<file path="config.mk">
export PLATFORM = sky130hd
export DESIGN_NAME = mem_arbiter
export DESIGN_NICKNAME = d
export VERILOG_FILES = /design/src/rtl/mem_arbiter_pkg.sv /design/src/rtl/id_fifo.sv /design/src/rtl/mem_arbiter.sv
export SDC_FILE = /design/constraint.sdc
export NUM_CORES = 1
export LEC_CHECK = 0
export ABC_AREA = 1
export BUFFER_PORTS_ARGS = -buffer_cell sky130_fd_sc_hd__buf_2
export CORE_AREA = 10 10 110 112
export CTS_BUF_LIST = sky130_fd_sc_hd__clkbuf_2 sky130_fd_sc_hd__clkbuf_4 sky130_fd_sc_hd__clkbuf_8
export DETAILED_ROUTE_END_ITERATION = 7
export DIE_AREA = 0 0 120 122
export GPL_TIMING_DRIVEN = 0
export SYNTH_ARGS = -nofsm -noshare
export SYNTH_HDL_FRONTEND = slang
export SYNTH_SLANG_ARGS = --single-unit
export TNS_END_PERCENT = 1
</file>
<file path="constraint.sdc">
create_clock -name clk -period 4.95 [get_ports clk]
set_input_delay 0.7425 -clock clk [delete_from_list [all_inputs] [get_ports clk]]
set_output_delay 0.7425 -clock clk [all_outputs]
set_load 0.1 [all_outputs]
</file>
<file path="src/rtl/mem_arbiter_pkg.sv">
// Shared types for the two-requester memory arbiter: FSM state encoding and
// the requester identifier stored in the pending-read FIFO.
package mem_arbiter_pkg;

   typedef enum logic [1:0] {
      IDLE   = 2'd0,
      GRANT0 = 2'd1,
      GRANT1 = 2'd2
   } arb_state_e;

   typedef logic req_id_t;

   localparam req_id_t REQ_M0 = 1'b0;
   localparam req_id_t REQ_M1 = 1'b1;

endpackage

</file>
<file path="src/rtl/id_fifo.sv">
// Small FIFO of requester IDs, one entry per read that the shared memory has
// accepted but not yet answered. A pop on a full FIFO frees room for a push in
// the same cycle.
module id_fifo
   import mem_arbiter_pkg::*;
#(
   parameter int DEPTH = 4
)
(
   input  logic                     clk,
   input  logic                     rst_n,
   input  logic                     push_i,
   input  logic                     pop_i,
   input  req_id_t                  din_i,
   output req_id_t                  dout_o,
   output logic                     full_o,
   output logic                     empty_o,
   output logic [$clog2(DEPTH):0]   count_o
);

   localparam int AW = $clog2(DEPTH);

   req_id_t         mem_q [DEPTH];
   logic [AW-1:0]   wr_ptr_q;
   logic [AW-1:0]   rd_ptr_q;
   logic [AW:0]     count_q;
   logic            do_push_s;
   logic            do_pop_s;

   assign empty_o   = (count_q == '0);
   assign full_o    = (count_q == (AW+1)'(DEPTH));
   assign count_o   = count_q;
   assign dout_o    = mem_q[rd_ptr_q];
   assign do_pop_s  = pop_i & ~empty_o;
   assign do_push_s = push_i & (~full_o | do_pop_s);

   // Storage, power-of-two pointers that wrap naturally, and occupancy count.
   always_ff @(posedge clk or negedge rst_n) begin
      if (!rst_n) begin
         for (int i = 0; i < DEPTH; i++) begin
            mem_q[i] <= REQ_M0;
         end
         wr_ptr_q <= '0;
         rd_ptr_q <= '0;
         count_q  <= '0;
      end else begin
         if (do_push_s) begin
            mem_q[wr_ptr_q] <= din_i;
            wr_ptr_q        <= wr_ptr_q + AW'(1);
         end
         if (do_pop_s) begin
            rd_ptr_q <= rd_ptr_q + AW'(1);
         end
         case ({do_push_s, do_pop_s})
            2'b10:   count_q <= count_q + (AW+1)'(1);
            2'b01:   count_q <= count_q - (AW+1)'(1);
            default: count_q <= count_q;
         endcase
      end
   end

endmodule

</file>
<file path="src/rtl/mem_arbiter.sv">
// Two-requester Avalon-MM arbiter in front of one shared memory. Commands are
// granted round-robin; read responses are steered back by a FIFO of IDs.
module mem_arbiter
   import mem_arbiter_pkg::*;
#(
   parameter int ADDR_W      = 32,
   parameter int DATA_W      = 32,
   parameter int MAX_PENDING = 4
)
(
   input  logic              clk,
   input  logic              rst_n,
   input  logic [ADDR_W-1:0] m0_address,
   input  logic [DATA_W-1:0] m0_writedata,
   input  logic              m0_read,
   input  logic              m0_write,
   output logic              m0_waitrequest,
   output logic [DATA_W-1:0] m0_readdata,
   output logic              m0_readdatavalid,
   input  logic [ADDR_W-1:0] m1_address,
   input  logic [DATA_W-1:0] m1_writedata,
   input  logic              m1_read,
   input  logic              m1_write,
   output logic              m1_waitrequest,
   output logic [DATA_W-1:0] m1_readdata,
   output logic              m1_readdatavalid,
   output logic [ADDR_W-1:0] s_address,
   output logic [DATA_W-1:0] s_writedata,
   output logic              s_read,
   output logic              s_write,
   input  logic              s_waitrequest,
   input  logic [DATA_W-1:0] s_readdata,
   input  logic              s_readdatavalid,
   output logic              err
);

   localparam int CW = $clog2(MAX_PENDING) + 1;

   arb_state_e    state_q, state_d;
   req_id_t       last_q, last_d;
   logic          err_q;

   logic          req0_s, req1_s, own_req_s, oth_req_s;
   logic          granted_s, sel_read_s, sel_write_s;
   req_id_t       gnt_id_s, head_id_s;
   arb_state_e    oth_state_s;
   logic          fifo_full_s, fifo_empty_s;
   logic [CW-1:0] pend_cnt_s;
   logic          rsp_pop_s, block_rd_s, accept_s, push_s;

   assign req0_s      = m0_read | m0_write;
   assign req1_s      = m1_read | m1_write;
   assign granted_s   = (state_q == GRANT0) || (state_q == GRANT1);
   assign gnt_id_s    = (state_q == GRANT1) ? REQ_M1 : REQ_M0;
   assign own_req_s   = (gnt_id_s == REQ_M1) ? req1_s : req0_s;
   assign oth_req_s   = (gnt_id_s == REQ_M1) ? req0_s : req1_s;
   assign oth_state_s = (gnt_id_s == REQ_M1) ? GRANT0 : GRANT1;
   assign sel_read_s  = (gnt_id_s == REQ_M1) ? m1_read  : m0_read;
   assign sel_write_s = (gnt_id_s == REQ_M1) ? m1_write : m0_write;

   // A response arriving this cycle frees a slot, so a full FIFO need not stall.
   assign rsp_pop_s   = s_readdatavalid & ~fifo_empty_s;
   assign block_rd_s  = sel_read_s & fifo_full_s & ~rsp_pop_s;

   assign s_read      = granted_s & sel_read_s & ~block_rd_s;
   assign s_write     = granted_s & sel_write_s;
   assign s_address   = (gnt_id_s == REQ_M1) ? m1_address   : m0_address;
   assign s_writedata = (gnt_id_s == REQ_M1) ? m1_writedata : m0_writedata;
   assign accept_s    = (s_read | s_write) & ~s_waitrequest;
   assign push_s      = s_read & ~s_waitrequest;

   assign m0_waitrequest   = (state_q == GRANT0) ? (s_waitrequest | block_rd_s) : 1'b1;
   assign m1_waitrequest   = (state_q == GRANT1) ? (s_waitrequest | block_rd_s) : 1'b1;
   assign m0_readdata      = s_readdata;
   assign m1_readdata      = s_readdata;
   assign m0_readdatavalid = rsp_pop_s & (head_id_s == REQ_M0);
   assign m1_readdatavalid = rsp_pop_s & (head_id_s == REQ_M1);
   assign err              = err_q;

   id_fifo #(.DEPTH(MAX_PENDING)) u_id_fifo (
      .clk     (clk),
      .rst_n   (rst_n),
      .push_i  (push_s),
      .pop_i   (rsp_pop_s),
      .din_i   (gnt_id_s),
      .dout_o  (head_id_s),
      .full_o  (fifo_full_s),
      .empty_o (fifo_empty_s),
      .count_o (pend_cnt_s)
   );

   // Grant selection; a granted requester that withdraws its request releases the grant.
   always_comb begin
      state_d = state_q;
      last_d  = last_q;
      case (state_q)
         IDLE: begin
            if (req0_s && req1_s) begin
               state_d = (last_q == REQ_M1) ? GRANT0 : GRANT1;
            end else if (req0_s) begin
               state_d = GRANT0;
            end else if (req1_s) begin
               state_d = GRANT1;
            end else begin
               state_d = IDLE;
            end
         end
         GRANT0, GRANT1: begin
            if (accept_s) begin
               last_d = gnt_id_s;
               if (oth_req_s) begin
                  state_d = oth_state_s;
               end else if (own_req_s) begin
                  state_d = state_q;
               end else begin
                  state_d = IDLE;
               end
            end else if (!own_req_s) begin
               state_d = oth_req_s ? oth_state_s : IDLE;
            end else begin
               state_d = state_q;
            end
         end
         default: begin
            state_d = IDLE;
            last_d  = last_q;
         end
      endcase
   end

   // FSM, round-robin history and sticky error for orphan responses.
   always_ff @(posedge clk or negedge rst_n) begin
      if (!rst_n) begin
         state_q <= IDLE;
         last_q  <= REQ_M1;
         err_q   <= 1'b0;
      end else begin
         state_q <= state_d;
         last_q  <= last_d;
         if (s_readdatavalid && (pend_cnt_s == '0)) begin
            err_q <= 1'b1;
         end else begin
            err_q <= err_q;
         end
      end
   end

endmodule

</file>
Word level (Yosys, flattened, before mapping)
Index checks and enable logic that the tools add are counted.

Bitwise logic cells: 25. Magnitude comparators: 3. Reduce and logical (&&, ||, !) cells: 10. Muxes and demuxes: 27. $add $sub $neg: 4. Eq/ne operators: 7.

Operators by type and width (count): two-way mux 32 bit (2); two-way mux 2 bit (10); AND 1 bit (12); two-way mux 1 bit (10); >= comparator 3 bit (second input constant) (2); != test 3 bit (second input constant) (2); inverter 1 bit (6); inverter 2 -> 3 bit (2); case mux 3 bit (2 select lines) (1); bitwise OR 1 bit (5); adder 2 x 1 -> 2 bit (second input constant) (2); bitwise mux 4 bit (1); equality test 2 x 1 -> 1 bit (second input constant) (2); equality test 2 bit (second input constant) (2); case mux 2 bit (2 select lines) (1); AND reduction 2 bit (2); adder 3 x 1 -> 3 bit (second input constant) (1); equality test 3 bit (second input constant) (1); logical AND 1 bit (3); zero test 3 bit (1); less-than comparator 3 x 1 -> 1 bit (second input constant) (1); subtractor 3 x 1 -> 3 bit (second input constant) (1); binary-select mux 1 bit (select 2 bit) (1); demux 1 bit (select 2 bit) (1); 4 further kinds (4).

Word-level logic and storage cells: 86. Output and inout bits: 135. Input port bits: 168. Register bits: 15.

Logic depth before layout (Yosys ltp)
Gate-level depths: netlist of the first run.

Depth in word-level cells: 11. Depth in mapped cells: 14.

Hierarchy
From an unflattened synthesis of the first run, not the netlist that was laid out.

Cell total of the unflattened synthesis: 410. Area, all modules: 2339.7 um^2.

By module, submodules not included: mem_arbiter (area an instance 1675.4 um^2, instances 1, cells an instance 335); id_fifo (area an instance 664.4 um^2, instances 1, cells an instance 75).

Worst setup path before layout of the first run
Ideal clock, no wire load.

Kind: input to output. Start point: in s_readdatavalid. End point: out m1_readdatavalid. Required time: 4.208 ns. Path slack: 2.129 ns. Stages: 2. Data arrival time: 2.078 ns. Cells stage by stage: nand2_1 nor2_1.

Word-level cells in the longest chain between the ends: 2.

RTL lines: from (decl) (line mem_arbiter.sv:33) `input logic s_readdatavalid,`; AND 1 bit (line mem_arbiter.sv:62) `assign rsp_pop_s = s_readdatavalid & ~fifo_empty_s;`; AND 1 bit (line mem_arbiter.sv:77) `assign m1_readdatavalid = rsp_pop_s & (head_id_s == REQ_M1);`; to (decl) (line mem_arbiter.sv:26) `output logic m1_readdatavalid,`.

Every way passes these cells.

Final worst setup path of the first run
Start point: reg state_q[0]. End point: out s_address[6].

Word-level cells in the longest chain between the ends: 3.

RTL lines: from (decl) (line mem_arbiter.sv:39) `arb_state_e state_q, state_d;`; from (signal assigned) (line mem_arbiter.sv:138) `state_q <= state_d;`; equality test 2 bit (line mem_arbiter.sv:54) `assign gnt_id_s = (state_q == GRANT1) ? REQ_M1 : REQ_M0;`; two-way mux 1 bit (line mem_arbiter.sv:54); via gnt_id_s (line mem_arbiter.sv:45) `req_id_t gnt_id_s, head_id_s;`; two-way mux 32 bit (line mem_arbiter.sv:67) `assign s_address = (gnt_id_s == REQ_M1) ? m1_address : m0_address;`; to (decl) (line mem_arbiter.sv:27) `output logic [ADDR_W-1:0] s_address,`.

The timed path passes the listed nets, and every way through them passes these cells.

==> results.yml, run 1 <==
die:
  initial_core_util_pct: 22.41
  core_um2: 10050
  io_pins: 303
  num_rows: 37
  die_y_um: 122
  fp.dieW_um: 120
  die-area_um2: 14640
clock_tree:
  worstSkewPairLatency_ns: 0.25
  cts_max_path_buffers: 2
  numCtsBuffers: 3
  clk_pin_slew_ns: 0.06
  postCtsSetupRepairBufs: 0
  hold_buffers: 0
  cts_sinks: 15
  htreeDepth: 1
  ctsResizeCount: 0
  cts_tree: "yes"
  root_buffer: "clkbuf_8"
timing:
  maxSlewHeadroom_pct: 61.14
  worstMarginPinSlew_ns: 0.5869
  rsz0062_at_grt: "false"
  fmax_mhz: 336.7
  finalCritPeriodShare_pct: 60.01
  setup_viol_count_final: 0
  holdWs_ns: 0.3894
  timing.final.crit_period_ns: 2.970
  maxSlewViolCount: 0
  fin_skew_ns: 0.006963
  finalHoldViolations: 0
  finalSetupTns_ns: 0
finish:
  layout.nets: 839
  antenna-diode-count: 0
  drive_gt1_share_pct: 54.85
  fillers: 1102
  stdcell_area_um2: 3819
  areaGrowthSynthToFinish_pct: 69.65
placement:
  dpl_cell_area_um2: 3772
  place_congestion: 0.8963
  hpwl_um: 11370
  port_buffers: 270
synthesis:
  ys_ff_latch: 15
  syn_area_um2: 2251
  synthFlopType: "dfrtp_1"
  synth.distinct_cells: 29
  syn_nets: 564
  synth_area_per_cell_um2: 5.831
  async_flop_share_pct: 100.0
  synth_edf_count: 0
  postSynthCellCount: 386
  synth_warnings: 0
  synth_seq_area_share_pct: 16.73
global_route:
  grt_pass1_vias: 3314
  grt_pass1_wl_um: 17690
  grt_max_degree: 16
  grt_overflow: 0
  track_usage_pct: 14.81
  antenna_found_initial: 0
route:
  wl_um: 12400
  ant_nets: 0
  routed_via_density: 3.972
  drt_iter0_markers: 86
  vias: 3162
  drc_errors: 0
  dr.pass1.iters: 4
  avgRoutedWirePerCell_um: 15.58
setup_path:
  crit_type: "reg -> out"
  r2r-end: "u_id_fifo.count_o[2]"
  reg2regPathDepth: 14
  critPathArrivalTime_ns: 2.23
  critical_path_required_ns: 4.21
  endpoint_kind: "primary output"
  reg2reg_setup_slack_ns: 2.63
  reg2reg_from: "state_q[0]"
  cp-start-kind: "flop"
  worstPathMaxFanout: 10
worst_hold_path:
  hold_class: "in -> async"
status:
  run_status: "complete, no violations"
job:
  maxCapViolations: 0
logic make-up after synthesis:
group | Yosys count | share of synthesized area (%)
compound gates | 20 | 5.281
xor+xnor | 4 | 1.557
fa+ha+maj | 10 | 5.892
buf+inv | 96 | 27.46
flops | 15 | 16.73
simple gates | 241 | 43.08
through the flow:
step,setup slack [ns],util (%),cells
finish,1.980,38.01,796
global route,1.808,38.01,796
CTS,1.918,38.01,796
detailed placement,2.187,37.55,792
global placement,2.206,37.55,792
floorplan,2.129,-,386
cell usage after synthesis (2+ instances only):
master,number,share of area (%)
a21oi_1,5,1.1
xor2_1,3,1.2
o211ai_1,2,0.67
nor2_1,7,1.2
buf_2,8,1.8
buf_4,64,21
ha_1,9,5.0
o21ai_0,6,1.3
nand2_1,217,36
nand3_1,5,1.1
dfrtp_1,14,16
inv_1,16,2.7
clkbuf_1,6,1.0
o21ai_1,3,0.67
nand2_2,7,1.9
worst max path at each step:
stage / to / slack, ns / from
4_1_cts: s_address[6] / 1.92 / state_q[0]
3_3_place_gp: s_address[6] / 2.21 / state_q[0]
6_report: s_address[6] / 1.98 / state_q[0]
3_5_place_dp: s_address[6] / 2.19 / state_q[0]
5_1_grt: s_address[6] / 1.81 / state_q[0]
2_1_floorplan: m1_readdatavalid / 2.13 / s_readdatavalid
registers in the layout, indices dropped and copies added, names as in the netlist:
name                count
err                     1
u_id_fifo.mem_q         4
u_id_fifo.count_o       3
state_q                 2
last_q                  1
u_id_fifo.wr_ptr_q      2
u_id_fifo.rd_ptr_q      2
layout make-up:
cell class / instances / area, um^2 / area share [%]
Timing Repair Buffer: 270 / 1351 / 35.39
Sequential cell: 15 / 376.6 / 9.862
Inverter: 17 / 63.81 / 1.671
Clock inverter: 1 / 5.005 / 0.1311
Buffer: 79 / 554.3 / 14.52
Tap cell: 136 / 170.2 / 4.456
Clock buffer: 3 / 41.29 / 1.081
Multi-Input combinational cell: 275 / 1256 / 32.90
cells in the final DEF (no fill, tap or decap), types with 2 or more instances in the layout:
master,netlist,routed
o21ai_1,3,3
buf_2,8,278
o21ai_0,6,6
clkbuf_8,0,3
nor2_1,7,7
o211ai_1,2,2
buf_4,64,64
xor2_1,3,3
nand2_1,217,217
nand2_2,7,7
clkbuf_1,6,6
inv_1,16,16
dfrtp_1,14,14
nand3_1,5,5
ha_1,9,9
a21oi_1,5,5
routing by layer:
layer | up-vias | track usage, % | wire length [um]
li1 | 1650 | - | -
met1 | 1335 | 15.42 | 4561
met2 | 173 | 26.99 | 6261
met3 | 4 | 7.539 | 1545
met4 | 0 | 1.659 | 34
met5 | - | 0 | 0
critical path, stage by stage (launching register included):
cell     delay [ns]
dfrtp_1        0.41
inv_1          0.10
ha_1           0.20
buf_6          0.14
buf_2          0.24
buf_2          0.25
nand2_1        0.07
nand2_1        0.07
buf_2          0.47
Power of run 1 is not shown: default switching activity piles up to over one toggle a cycle in this logic, so the estimate is an artifact.
==> inputs of run 2 (changes only) <==
CORE_AREA = 10 10 109 111   (was 10 10 110 112)
DIE_AREA = 0 0 119 121   (was 0 0 120 122)
clock period = 2.8 ns   (was 4.95 ns; I/O delays follow)
==> run 2 against run 1 <==
  * Register-to-register slack worse by 2.2 ns
  * Routed wire length is 0.50% lower
  * Global-route usage is 0.59 points higher
  * First-iteration DRC count is 42% higher
  * Final area is 0.49% higher
  * Core utilization is 1.8 points higher
  * Sequential share of layout area hardly changed
  * Critical endpoint is now s_writedata[4]
  * Cell count is 0.38% lower
==> results.yml, run 2 (synthesis results as in run 1) <==
finish:
  layout.nets: 839
  antenna-diode-count: 0
  multi_input_area_um2: 1256
  largest_register_ff_count: 4
  regMostFlops: "u_id_fifo.mem_q"
  fillers: 1090
  areaGrowthSynthToFinish_pct: 70.48
  drive_gt1_share_pct: 54.85
  final_cell_mix: "269 x buf_2, 217 x nand2_1, 64 x buf_4"
  seq_area_um2: 376.6
  layout_commonest_cell: "buf_2"
route:
  dr.pass1.iters: 4
  routed_via_density: 4.043
  avgRoutedWirePerCell_um: 15.56
  drt_iter0_markers: 122
  wl_um: 12340
  drc_errors: 0
  ant_nets: 0
  vias: 3206
clock_tree:
  worstSkewPairLatency_ns: 0.24
  cts_sinks: 15
  clk_pin_slew_ns: 0.06
  hold_buffers: 0
  cts_tree: "yes"
  root_buffer: "clkbuf_8"
  htreeDepth: 1
  numCtsBuffers: 3
  cts_max_path_buffers: 2
job:
  maxCapViolations: 0
setup_path:
  reg2reg_setup_slack_ns: 0.44
  cp-start-kind: "flop"
  worstPathMaxFanout: 10
  critPathArrivalTime_ns: 2.23
  r2r-end: "u_id_fifo.count_o[1]"
  reg2regPathDepth: 12
  crit_type: "reg -> out"
  endpoint_kind: "primary output"
  critical_path_required_ns: 2.38
  reg2reg_from: "state_q[0]"
die:
  initial_core_util_pct: 23.35
  io_pins: 303
  die-area_um2: 14400
  die_y_um: 121
  fp.dieW_um: 119
  num_rows: 36
  core_um2: 9639
timing:
  setup_viol_count_final: 0
  fmax_mhz: 377.1
  finalCritPeriodShare_pct: 94.72
  rsz0062_at_grt: "false"
  worstMarginPinSlew_ns: 0.5255
  maxSlewHeadroom_pct: 65.21
  finalSetupTns_ns: 0
  maxSlewViolCount: 0
  finalHoldViolations: 0
  timing.final.crit_period_ns: 2.652
  fin_skew_ns: 0.003396
placement:
  hpwl_um: 11330
  place_congestion: 0.8044
  port_buffers: 270
global_route:
  antenna_found_initial: 0
  grt_overflow: 0
  grt_pass1_wl_um: 18290
  track_usage_pct: 15.40
  grt_pass1_vias: 3509
  grt_max_degree: 16
worst_hold_path:
  hold_class: "in -> async"
status:
  run_status: "complete, no violations"
-- run 2: how the worst max path moves through the flow --
stage | from | endpoint | slack (ns) | cells past startpoint
4_1_cts | state_q[0] | s_writedata[25] | 0.09 | 8
6_report | state_q[0] | s_writedata[4] | 0.15 | 8
2_1_floorplan | u_id_fifo.rd_ptr_q[0] | m1_readdatavalid | 0.40 | 4
3_5_place_dp | state_q[0] | s_writedata[25] | 0.37 | 8
5_1_grt | state_q[0] | s_writedata[21] | 0.001 | 8
3_3_place_gp | state_q[0] | s_writedata[25] | 0.39 | 8
-- run 2: worst max-delay path, cell delays in order, from the launching register on --
cell	delay, ns
dfrtp_1	0.42
inv_1	0.10
ha_1	0.20
buf_6	0.14
buf_2	0.23
buf_2	0.24
nand2_1	0.14
nand2_1	0.09
buf_2	0.42
-- run 2: layer usage --
| metal | up-vias | share of wire, % | global-route usage (%) | routed length [um] |
|---|---|---|---|---|
| li1 | 1650 | - | - | - |
| met1 | 1378 | 35 | 15.45 | 4373 |
| met2 | 168 | 53 | 29.56 | 6497 |
| met3 | 10 | 11 | 6.515 | 1370 |
| met4 | 0 | 0.79 | 1.985 | 98 |
| met5 | - | 0 | 0 | 0 |
-- run 2: stage by stage --
stage	util, %	area, um^2	setup WS (ns)	cells	hold slack [ns]
floorplan	-	2251	0.3987	386	0.1244
global placement	39.10	3769	0.3910	789	0.3425
detailed placement	39.10	3769	0.3680	789	0.3441
CTS	39.58	3815	0.08959	793	0.07509
global route	39.81	3837	0.001152	793	0.09819
finish	39.81	3837	0.1479	793	0.06931
-- run 2: timing repair --
item,CTS,global route
setup endpoints to repair,0,9
resized for setup,0,9
setup buffers,0,0
-- run 2: area by class of cell --
class	count	area share (%)
Clock inverter	1	0.1304
Multi-Input combinational cell	275	32.74
Buffer	79	14.44
Timing Repair Buffer	270	35.80
Inverter	17	1.663
Sequential cell	15	9.814
Tap cell	133	4.336
Clock buffer	3	1.076
Power of run 2 is left out for the same reason.
